**src/rtl/dmem_pkg.sv**
```systemverilog
// Shared types and constants for the slow data-memory responder.
package dmem_pkg;

    typedef enum logic [1:0] {
        IDLE = 2'd0,
        WAIT = 2'd1,
        RESP = 2'd2
    } state_t;

    localparam int DEF_ADDR_W  = 8;
    localparam int DEF_DATA_W  = 8;
    localparam int DEF_LATENCY = 2;
    localparam int MAX_LATENCY = 16;

    // Wide enough to hold LATENCY-2 for every legal latency, with headroom.
    localparam int CNT_W = 5;

    function automatic bit latency_ok(input int lat);
        return (lat >= 1) && (lat <= MAX_LATENCY);
    endfunction

endpackage

```
**src/rtl/dmem_array.sv**
```systemverilog
// Storage for the responder: synchronous write, combinational read, zero at time zero.
module dmem_array #(
    parameter int ADDR_W = 8,
    parameter int DATA_W = 8,
    parameter int DEPTH  = 256
) (
    input  logic              clk,
    input  logic              we,
    input  logic [ADDR_W-1:0] addr,
    input  logic [DATA_W-1:0] wdata,
    output logic [DATA_W-1:0] rdata
);

    // Contents survive reset on purpose; only power-up zeroes them.
    logic [DATA_W-1:0] mem [DEPTH] = '{default: '0};

    always_ff @(posedge clk) begin
        if (we) begin
            mem[addr] <= wdata;
        end
    end

    assign rdata = mem[addr];

endmodule

```
**src/rtl/dmem_responder.sv**
```systemverilog
// Multi-cycle, back-pressurable data-memory responder for the memory stage.
// Define DMEM_B2B_EN to accept a new request in the same cycle as the response handshake.
module dmem_responder
    import dmem_pkg::*;
#(
    parameter int ADDR_W  = DEF_ADDR_W,
    parameter int DATA_W  = DEF_DATA_W,
    parameter int DEPTH   = 256,
    parameter int LATENCY = DEF_LATENCY
) (
    input  logic              clk,
    input  logic              reset,
    input  logic              req_valid,
    output logic              req_ready,
    input  logic              req_write,
    input  logic [ADDR_W-1:0] req_addr,
    input  logic [DATA_W-1:0] req_wdata,
    output logic              rsp_valid,
    input  logic              rsp_ready,
    output logic              rsp_write,
    output logic [DATA_W-1:0] rsp_rdata
);

    if (!latency_ok(LATENCY) || DEPTH != (2 ** ADDR_W)) begin : g_bad_param
        $error("dmem_responder: illegal LATENCY or DEPTH/ADDR_W combination");
    end

    localparam logic [CNT_W-1:0] CNT_INIT = (LATENCY > 1) ? CNT_W'(LATENCY - 2) : '0;

    state_t            state_reg;
    logic [CNT_W-1:0]  cnt_reg;
    logic              write_reg;
    logic [ADDR_W-1:0] addr_reg;
    logic [DATA_W-1:0] wdata_reg;

    logic              accept;
    logic              access_direct;
    logic              access_wait;
    logic              acc_write;
    logic [ADDR_W-1:0] acc_addr;
    logic [DATA_W-1:0] acc_wdata;
    logic [DATA_W-1:0] mem_rdata;
    logic [DATA_W-1:0] resp_data;

`ifdef DMEM_B2B_EN
    assign req_ready = (state_reg == IDLE) || ((state_reg == RESP) && rsp_ready);
`else
    assign req_ready = (state_reg == IDLE);
`endif

    assign accept        = req_valid && req_ready;
    // With a single-cycle latency the access happens on the handshake edge itself,
    // so the array must see the live request rather than the latched copy.
    assign access_direct = (LATENCY == 1) && accept;
    assign access_wait   = (state_reg == WAIT) && (cnt_reg == '0);

    assign acc_write = access_direct ? req_write : write_reg;
    assign acc_addr  = access_direct ? req_addr  : addr_reg;
    assign acc_wdata = access_direct ? req_wdata : wdata_reg;
    assign resp_data = acc_write ? acc_wdata : mem_rdata;

    dmem_array #(
        .ADDR_W (ADDR_W),
        .DATA_W (DATA_W),
        .DEPTH  (DEPTH)
    ) u_array (
        .clk   (clk),
        .we    ((access_direct || access_wait) && acc_write),
        .addr  (acc_addr),
        .wdata (acc_wdata),
        .rdata (mem_rdata)
    );

    always_ff @(posedge clk or posedge reset) begin
        if (reset) begin
            state_reg <= IDLE;
            cnt_reg   <= '0;
            write_reg <= 1'b0;
            addr_reg  <= '0;
            wdata_reg <= '0;
            rsp_valid <= 1'b0;
            rsp_write <= 1'b0;
            rsp_rdata <= '0;
        end else begin
            case (state_reg)
                IDLE: ;
                WAIT: begin
                    if (cnt_reg != '0) begin
                        cnt_reg <= cnt_reg - 1'b1;
                    end else begin
                        rsp_valid <= 1'b1;
                        rsp_write <= acc_write;
                        rsp_rdata <= resp_data;
                        state_reg <= RESP;
                    end
                end
                RESP: begin
                    if (rsp_ready) begin
                        rsp_valid <= 1'b0;
                        state_reg <= IDLE;
                    end
                end
                default: state_reg <= IDLE;
            endcase

            // A new request overrides the RESP->IDLE step when back-to-back is enabled.
            if (accept) begin
                write_reg <= req_write;
                addr_reg  <= req_addr;
                wdata_reg <= req_wdata;
                if (LATENCY == 1) begin
                    rsp_valid <= 1'b1;
                    rsp_write <= req_write;
                    rsp_rdata <= resp_data;
                    state_reg <= RESP;
                end else begin
                    cnt_reg   <= CNT_INIT;
                    state_reg <= WAIT;
                end
            end
        end
    end

endmodule

```
**config.mk**
```make
export PLATFORM = sky130hd
export DESIGN_NAME = dmem_responder
export DESIGN_NICKNAME = d
export VERILOG_FILES = /design/src/rtl/dmem_pkg.sv /design/src/rtl/dmem_array.sv /design/src/rtl/dmem_responder.sv
export SDC_FILE = /design/constraint.sdc
export NUM_CORES = 2
export LEC_CHECK = 0
export ABC_CLOCK_PERIOD_IN_PS = 11620
export CORE_MARGIN = 2
export CORE_UTILIZATION = 55
export CTS_BUF_LIST = sky130_fd_sc_hd__clkbuf_8
export DETAILED_ROUTE_END_ITERATION = 8
export GPL_ROUTABILITY_DRIVEN = 0
export GPL_TIMING_DRIVEN = 0
export PLACE_DENSITY = 0.71
export RECOVER_POWER = 50
export REMOVE_ABC_BUFFERS = 1
export SKIP_CTS_REPAIR_TIMING = 1
export SLEW_MARGIN = 20
export SYNTH_ARGS = -nofsm -noshare
export SYNTH_HDL_FRONTEND = slang
export SYNTH_SLANG_ARGS = --single-unit
```
**constraint.sdc**
```tcl
create_clock -name clk -period 11.62 [get_ports clk]
set_input_delay 3.486 -clock clk [delete_from_list [all_inputs] [get_ports clk]]
set_output_delay 3.486 -clock clk [all_outputs]
set_load 0.005 [all_outputs]
```
==> results.sh <==
export IMPL_status="complete, but fails checks"
export IMPL_violations="capacitance limit, slew limit"
export IMPL_avgSynthCellArea_um2=21.3
export IMPL_rows=140
export IMPL_syn_inst=3793
export IMPL_grt_overflow=0
export IMPL_ioPinCount=32
export IMPL_p_leak_nw=28.2
export IMPL_core_area_um2=146000
export IMPL_viasPerCell=6.60
export IMPL_clkTransAtPathRegs_ns=0.06
export IMPL_synth_ff_type="edfxtp_1"
export IMPL_ys_seq_area_share_pct=77.2
export IMPL_synth_top_area_share_pct=76.2
export IMPL_slew_headroom_pct=-143
export IMPL_endpoint="u_array.mem[4][5]"
export IMPL_min_path_type="reg -> reg"
export IMPL_synth_top_family_by_area="multiplexers"
export IMPL_final_nets=4047
export IMPL_synth_area_leaders="edfxtp_1 (76%), mux4_2 (14%), mux2i_1 (1.8%)"
export IMPL_skew_ns=0.0723
export IMPL_final_util_pct=61.6
export IMPL_vdd_drop_max_v=0.000173
export IMPL_layout_cells_most_common="edfxtp_1"
export IMPL_cp_required_ns=12.10
export IMPL_cts_buffers=333
export IMPL_yosys_warnings=0
export IMPL_drc=0
export IMPL_tns_ns=0
export IMPL_slew_viol_final=1778
export IMPL_syn2layout_area_growth_pct=11.2
export IMPL_critPathCaptureType="register"
export IMPL_synth_edf_count=2048
export IMPL_critical_path_class="reg -> reg"
export IMPL_wl_per_cell_um=32.0
export IMPL_arrival_ns=8.51
export IMPL_synth_compound_area_share_pct=2.65
export IMPL_ant_nets=0
export IMPL_critPathMaxFanout=70
export IMPL_dieArea_um2=150000
export IMPL_largest_register_ffs=2048
export IMPL_cts_tree="done"
export IMPL_root_buffer="clkbuf_8"
export IMPL_worstSetupStartpoint="acc_wdata[5]"
export IMPL_grt_antenna_before_repair=8
export IMPL_die_h_um=387
export IMPL_clk_latency_ns=1.04
export IMPL_ys_ff_latch=2082
export IMPL_finalHoldViolCount=0
export IMPL_hold_ws_ns=0.528
export IMPL_htreeDepth=5
export IMPL_timing_fmax_ghz=0.125
export IMPL_synth_xor_area_share_pct=0.0325
export IMPL_routed_via_count=40796
export IMPL_layoutNonFillerInstCount=6185
export IMPL_async_flop_share_pct=1.63
export IMPL_tightest_slew_ns=3.65
export IMPL_port_buffers=31
export IMPL_first_global_vias=40320
export IMPL_post_route_period_util_pct=69.0
export IMPL_synthAdderAreaFrac_pct=0.0155
export IMPL_wirelength_um=198000
export IMPL_rr_endpoint="u_array.mem[4][5]"
export IMPL_layout_common_cells="edfxtp_1 (2048), mux4_2 (491), clkbuf_8 (344)"
export IMPL_synth_mux_area_share_pct=16.0
export IMPL_setup_viol=0
export IMPL_worstReg2RegStart="acc_wdata[5]"
export IMPL_max_cap_violations=29
export IMPL_dp_hpwl_um=122000
export IMPL_grt_start_max_net_pins=80
export IMPL_rsz0062_at_grt="false"
export IMPL_drive_gt1_share_pct=23.8
export IMPL_fin_crit_ns=8.02
export IMPL_drt_pass1_iter_count=8
export IMPL_synth_cell_types=64
export IMPL_die_x_um=387
export IMPL_drtIter0Drc=5822
export IMPL_synthSimpleGateAreaFrac_pct=2.62
export IMPL_p_per_area_nw_per_um2=249
export IMPL_regMostFlops="u_array.mem"
export IMPL_syn_cell_area_um2=80800
export IMPL_grt_first_pass_wirelength_um=284000
export IMPL_start_util_pct=55.4
export IMPL_cts_max_path_buffers=4
export IMPL_yosys_area_top_type="edfxtp_1"
export IMPL_rr_worst_depth=3
export IMPL_cts_sinks=2082
export IMPL_regToRegSetupSlack_ns=3.60
export IMPL_startpoint_type="register"
export IMPL_dp_cells=5607
export IMPL_track_usage_pct=26.5
export IMPL_power_w=0.0223
-- worst max-delay path, cell delays in order, from the launching register on --
cell and delay [ns]:
dfrtp_1 1.08, clkbuf_1 2.30, clkbuf_1 2.47, clkbuf_1 1.56
-- cells by family (layout without fill, tap and decap cells) --
kind of cell    Yosys count  in the layout
other cells               0              3
fa+ha+maj                 1              1
xor+xnor                  3              3
flops                  2082           2082
simple gates            483            483
compound gates          321            321
mux                     670            670
buf+inv                 233            705
-- report_power, final --
part | switching (W) | total (W) | internal (W)
Combinational | 0.00420 | 0.00673 | 0.00253
Sequential | 0.000431 | 0.0100 | 0.00959
Clock | 0.00277 | 0.00559 | 0.00282
Total | 0.00740 | 0.0223 | 0.0149
-- synth_stat cells (32+ instances only) --
| cell | instances |
|---|---|
| mux4_2 | 491 |
| buf_2 | 69 |
| o22ai_1 | 57 |
| mux2_2 | 32 |
| a22oi_1 | 55 |
| buf_4 | 40 |
| edfxtp_1 | 2048 |
| dfrtp_1 | 34 |
| a21oi_1 | 55 |
| o21ai_0 | 53 |
| nand2_1 | 70 |
| clkbuf_1 | 90 |
| mux2i_1 | 147 |
| nor2_1 | 290 |
-- how the worst min path moves through the flow --
stage	slack, ns	endpoint	startpoint	cells past startpoint
5_1_grt	0.56	cnt_reg[4]	cnt_reg[4]	1
2_1_floorplan	0.46	cnt_reg[4]	cnt_reg[4]	1
4_1_cts	0.54	cnt_reg[4]	cnt_reg[4]	1
6_report	0.53	cnt_reg[4]	cnt_reg[4]	1
3_3_place_gp	0.48	cnt_reg[4]	cnt_reg[4]	1
3_5_place_dp	0.52	cnt_reg[4]	cnt_reg[4]	1
-- layout make-up --
type	count	area, um^2
Tap cell	1917	2400
Inverter	9	41.3
Fill cell	9912	55900
Clock buffer	344	4730
Multi-Input combinational cell	1478	17300
Timing Repair Buffer	121	1970
Sequential cell	2082	62400
Clock inverter	231	1040
Antenna cell	3	7.51
-- metal layers --
metal  wire length (um)  part of all wire, %  up-vias  track usage [%]
met1              76600                   39    21515             38.2
met5                 81                0.041        -                0
li1                   -                    -    16355                -
met4               7080                  3.6        8             9.82
met2              92400                   47     2497             39.5
met3              22100                   11      421             6.73
-- through the flow --
stage               worst slack (ns)  instance area (um^2)
floorplan                      -6.56                 79600
global placement              -18.69                 82300
detailed placement              6.43                 84600
CTS                             5.89                 90400
global route                    3.05                 89800
finish                          3.60                 89800
(Power assumes the default switching activity.)
